File: src/rtl/coproc_host_if.sv
`default_nettype none
// ============================================================================
// Module   : coproc_host_if
// Purpose  : Bridges a valid/ready host command/response channel to a
//            coprocessor driven by a 4-phase ENABLE / FLAG_DONE handshake,
//            with per-phase timeout and a synchronized FLAG_DONE input.
// Revision : 1.0 - initial release
// ============================================================================
module coproc_host_if #(
  parameter int TIMEOUT_CYCLES = 1048575,
  parameter int SYNC_STAGES    = 2
) (
  input  logic        clk,
  input  logic        rst_n,
  // host command channel
  input  logic        i_cmd_valid,
  output logic        o_cmd_ready,
  input  logic [2:0]  i_cmd_op,
  input  logic [15:0] i_cmd_data,
  // host response channel
  output logic        o_rsp_valid,
  input  logic        i_rsp_ready,
  output logic [15:0] o_rsp_data,
  output logic [1:0]  o_rsp_status,
  // coprocessor side
  output logic [2:0]  o_instruction,
  output logic [15:0] o_data_to_cp,
  output logic        o_enable,
  input  logic [15:0] i_data_from_cp,
  input  logic        i_flag_done,
  // status
  output logic        o_busy
);

  localparam logic [19:0] c_TIMEOUT   = 20'(TIMEOUT_CYCLES);
  localparam logic [2:0]  c_OP_NOP    = 3'b000;
  localparam logic [2:0]  c_OP_ILLEGAL = 3'b111;
  localparam logic [1:0]  c_ST_OK      = 2'b00;
  localparam logic [1:0]  c_ST_TIMEOUT = 2'b01;
  localparam logic [1:0]  c_ST_ILLEGAL = 2'b10;

  typedef enum logic [2:0] {
    S_IDLE      = 3'd0,
    S_ISSUE     = 3'd1,
    S_WAIT_DONE = 3'd2,
    S_RELEASE   = 3'd3,
    S_RESPOND   = 3'd4
  } state_t;

  state_t                 r_state;
  logic [SYNC_STAGES-1:0] r_sync;
  logic [19:0]            r_cnt;
  logic                   w_done_s;
  logic                   w_timeout;

  // Multi-flop synchronizer: FLAG_DONE may come from another clock domain.
  always_ff @(posedge clk or negedge rst_n) begin
    if (!rst_n) begin
      r_sync <= '0;
    end else begin
      r_sync[0] <= i_flag_done;
      for (int i = 1; i < SYNC_STAGES; i++) begin
        r_sync[i] <= r_sync[i-1];
      end
    end
  end

  assign w_done_s    = r_sync[SYNC_STAGES-1];
  assign w_timeout   = (r_cnt == c_TIMEOUT);
  assign o_cmd_ready = (r_state == S_IDLE);
  assign o_busy      = (r_state != S_IDLE);

  // Handshake FSM with registered outputs and per-phase timeout counter.
  always_ff @(posedge clk or negedge rst_n) begin
    if (!rst_n) begin
      r_state       <= S_IDLE;
      r_cnt         <= '0;
      o_enable      <= 1'b0;
      o_rsp_valid   <= 1'b0;
      o_rsp_data    <= '0;
      o_rsp_status  <= c_ST_OK;
      o_instruction <= '0;
      o_data_to_cp  <= '0;
    end else begin
      case (r_state)
        S_IDLE: begin
          if (i_cmd_valid) begin
            o_instruction <= i_cmd_op;
            o_data_to_cp  <= i_cmd_data;
            if (i_cmd_op == c_OP_NOP || i_cmd_op == c_OP_ILLEGAL) begin
              // No coprocessor involvement: answer straight away.
              o_rsp_data   <= '0;
              o_rsp_status <= (i_cmd_op == c_OP_NOP) ? c_ST_OK : c_ST_ILLEGAL;
              o_rsp_valid  <= 1'b1;
              r_state      <= S_RESPOND;
            end else begin
              r_state <= S_ISSUE;
            end
          end
        end

        S_ISSUE: begin
          o_enable <= 1'b1;
          r_cnt    <= '0;
          r_state  <= S_WAIT_DONE;
        end

        S_WAIT_DONE: begin
          // Level-sensitive: a done flag already high counts as completion.
          if (w_done_s) begin
            o_rsp_data <= i_data_from_cp;
            o_enable   <= 1'b0;
            r_cnt      <= '0;
            r_state    <= S_RELEASE;
          end else if (w_timeout) begin
            o_enable     <= 1'b0;
            o_rsp_data   <= '0;
            o_rsp_status <= c_ST_TIMEOUT;
            o_rsp_valid  <= 1'b1;
            r_state      <= S_RESPOND;
          end else begin
            r_cnt <= r_cnt + 20'd1;
          end
        end

        S_RELEASE: begin
          // Captured data is kept whether the flag drops or we time out.
          if (!w_done_s) begin
            o_rsp_status <= c_ST_OK;
            o_rsp_valid  <= 1'b1;
            r_state      <= S_RESPOND;
          end else if (w_timeout) begin
            o_rsp_status <= c_ST_TIMEOUT;
            o_rsp_valid  <= 1'b1;
            r_state      <= S_RESPOND;
          end else begin
            r_cnt <= r_cnt + 20'd1;
          end
        end

        S_RESPOND: begin
          if (i_rsp_ready) begin
            o_rsp_valid <= 1'b0;
            r_state     <= S_IDLE;
          end
        end

        default: begin
          o_enable    <= 1'b0;
          o_rsp_valid <= 1'b0;
          r_state     <= S_IDLE;
        end
      endcase
    end
  end

endmodule
`default_nettype wire

File: config.mk
export PLATFORM = sky130hd
export DESIGN_NAME = coproc_host_if
export DESIGN_NICKNAME = d
export VERILOG_FILES = /design/src/rtl/coproc_host_if.sv
export SDC_FILE = /design/constraint.sdc
export NUM_CORES = 1
export LEC_CHECK = 0
export BUFFER_PORTS_ARGS = -buffer_cell sky130_fd_sc_hd__clkbuf_2
export CAP_MARGIN = 15
export CELL_PAD_IN_SITES_DETAIL_PLACEMENT = 1
export CELL_PAD_IN_SITES_GLOBAL_PLACEMENT = 2
export CORE_MARGIN = 2
export CORE_UTILIZATION = 28
export DETAILED_ROUTE_END_ITERATION = 12
export PLACE_DENSITY = 0.73
export SKIP_LAST_GASP = 1
export SLEW_MARGIN = 10
export SYNTH_ARGS = -nofsm -noshare
export SYNTH_HDL_FRONTEND = slang
export SYNTH_SLANG_ARGS = --single-unit
File: constraint.sdc
create_clock -name clk -period 1.7 [get_ports clk]
set_input_delay 0.255 -clock clk [delete_from_list [all_inputs] [get_ports clk]]
set_output_delay 0.255 -clock clk [all_outputs]
set_load 0.02 [all_outputs]
==> flow_summary.ini <==
[synth]
ys_seq_elements = 64
ys_top_cells_by_count = nand2_1, dfrtp_1, a22o_1
yosysSeqAreaShare_pct = 52.98
yosys_warnings = 0
synth.most_common_cell = nand2_1
async_flop_share_pct = 100.0
synth_cell_types = 50
synth_area_mm2 = 0.003023
postSynthAreaPerCell_um2 = 9.627
synth_nets = 355
synth_top_area_cell = dfrtp_1
yosys.area.top_type_share_pct = 52.98
postSynthCellCount = 314
synth_edf_count = 0
ys_top_cells_by_area = dfrtp_1, nand2_1, a22o_1, nand3_1, o21ai_0
synth_flop_cell = dfrtp_1

[clocking]
clk_latency_ps = 340
clock-sinks = 64
cts_tree = done
clock_path_buffers = 2
path_clk_slew_ps = 80
cts-root-buf = clkbuf_8
htreeDepth = 3
numCtsBuffers = 9

[sta]
hold_violations = 0
setup_viol = 5
fin_crit_sh_pct = 102.7
slew_violations = 0
rsz0062_at_grt = yes
fin_ws_ps = -45.48
slew_headroom_pct = 76.34
tightest_slew_ps = 354.9
finalClockSkew_ps = 7.835
fmax_mhz = 572.9
layout_min_cycle_time_ps = 1745

[run_status]
violations = setup timing
outcome = complete, but fails checks

[drt]
drcViolationCount = 0
drt_iter0_drc = 75
wl_um = 9512
post_drt_wl_per_cell_um = 15.67
viasPerCell = 4.952
ant_nets = 0
vias = 3006
dr.pass1.iters = 4

[worst_setup_path]
start_kind = flop
cp-end-kind = flop
worst-endpoint-required_ps = 1930
cp_max_fo = 6
crit_chain = nand3_2 > or4_4 > nor2_4 > nor2_2 > mux2_2
cp_slowest_cell = or4_4
arrival_ps = 1980
slowest_delay_ps = 580
path_class = reg2reg
rr_worst_depth = 5

[hold_path]
min_path_type = in2reg
min_path_cells = 1

[floorplanning]
initial_core_util_pct = 29.02
die_x_um = 107.9
rows = 37
io_pins = 81
die_y_um = 107.9
coreArea_mm2 = 0.01042
die-area_mm2 = 0.01164

[global_route]
grt_start_max_net_pins = 65
grt_pass1_wl_um = 15900
grt_antenna_before_repair = 0
grt_pass1_vias = 3290
overflow = 0
grtUsageTotal_pct = 17.44

[layout]
fillerInstances = 1221
nNetsFinal = 507
drive_above_1_share_pct = 45.65
area_growth_pct = 51.16
antenna_cells = 0

[power_and_ir_drop]
ir_drop_v = 0.0007462
power.leakage_nw = 2.270
power.density_mw_per_mm2 = 1496
p_total_w = 0.006834

[job]
drv_cap = 0

[place]
place.port_buffers = 80
hpwl_um = 6761
place_congestion = 0.7828
pre_cts_ws_ps = -427.5
-- cell families (layout without fill, tap and decap cells) --
group / count (synthesis) / count (layout) / synth area share, %
flip-flops: 64 / 64 / 52.98
adder cells (fa/ha/maj): 1 / 1 / 0.4138
AO/OA/AOI/OAI: 82 / 82 / 19.12
AND/OR/NAND/NOR: 146 / 146 / 23.88
buffers and inverters: 19 / 176 / 2.897
multiplexers: 2 / 2 / 0.7036
-- routing by layer --
layer  up-vias  GRT usage [%]  wire length, um
li1       1437              -                -
met1      1480          21.66             4370
met2        81          29.20             4459
met3         8          5.448              568
met4         0          5.037              113
met5         -              0                0
-- sequential cells by signal, indices dropped and copies added (netlist names) --
signal	cells
o_rsp_data	16
r_state	3
r_cnt	20
r_sync	2
o_enable	1
o_rsp_status	2
o_data_to_cp	16
o_instruction	3
o_rsp_valid	1
-- through the flow --
stage | utilization (%) | instance area, um2 | hold slack, ps | TNS (ps) | std cells
2_1_floorplan | - | 3058 | -40.59 | -6.565 | 314
3_3_place_gp | 38.92 | 4054 | 298.8 | -4788 | 580
3_5_place_dp | 38.92 | 4054 | 300.0 | -6862 | 580
4_1_cts | 42.03 | 4378 | 4.337 | -184.4 | 604
5_1_grt | 43.87 | 4569 | 2.702 | -979.1 | 607
6_report | 43.87 | 4569 | 20.70 | -123.4 | 607
-- layout by cell type, fill, tap and decap left out, drive strengths merged, types with 2 or more instances in the layout --
master and count:
nand2b 3, and3 5, dfrtp 64, a211oi 2, a31oi 6, and4 2
nor4 5, nor3 11, nor2 14, inv 6, nor2b 3, a21oi 13
nand3 15, o31a 2, o31ai 3, nand4 4, o22ai 3, o21ai 19
buf 76, a22o 21, nor4b 2, o21a 2, clkbuf 88, or4 3
clkinv 3, o41ai 2, o211ai 4, nand2 76
-- worst max-delay path, delay by kind of cell (launching register included) --
family,cells,cell delay (ps)
and+or+nand+nor,4,990
muxes,1,260
DFF,1,400
-- layout make-up --
cell class	instances	area, um2	share of cell area, %
Sequential cell	64	1604	35.10
Multi-Input combinational cell	231	1555	34.04
Timing Repair Buffer	156	1021	22.34
Tap cell	136	170.2	3.724
Clock buffer	9	123.9	2.711
Clock inverter	7	80.08	1.752
Inverter	4	15.01	0.3286
-- power breakdown --
group / total [W] / internal, W / switching, W
sequential: 0.00232 / 0.00199 / 0.000324
combinational: 0.00315 / 0.00125 / 0.00189
clock: 0.00137 / 0.000695 / 0.000677
-- path summary, 6_finish.rpt --
path | from | end | slack [ps]
worst max-delay path | r_cnt[10] | r_cnt[0] | -50
worst min-delay path | i_flag_done | r_sync[0] | 20
worst max register to register | r_cnt[10] | r_cnt[0] | -50
worst min register to register | r_sync[0] | r_sync[1] | 360
max in group asynchronous | rst_n | r_state[1] | 950
min in group asynchronous | rst_n | r_cnt[5] | 450
-- timing repair --
| action | 4_1_cts | 5_1_grt |
|---|---|---|
| gates resized for setup | 9 | 36 |
| buffers inserted | 7 | 5 |
| endpoints found under the hold margin | 64 | 0 |
| cloned | 0 | 0 |
| hold buffers | 1 | 0 |
| setup endpoints to repair | 30 | 40 |
| pin swaps | 7 | 18 |
Note: power is estimated with default switching activity, not from simulation.
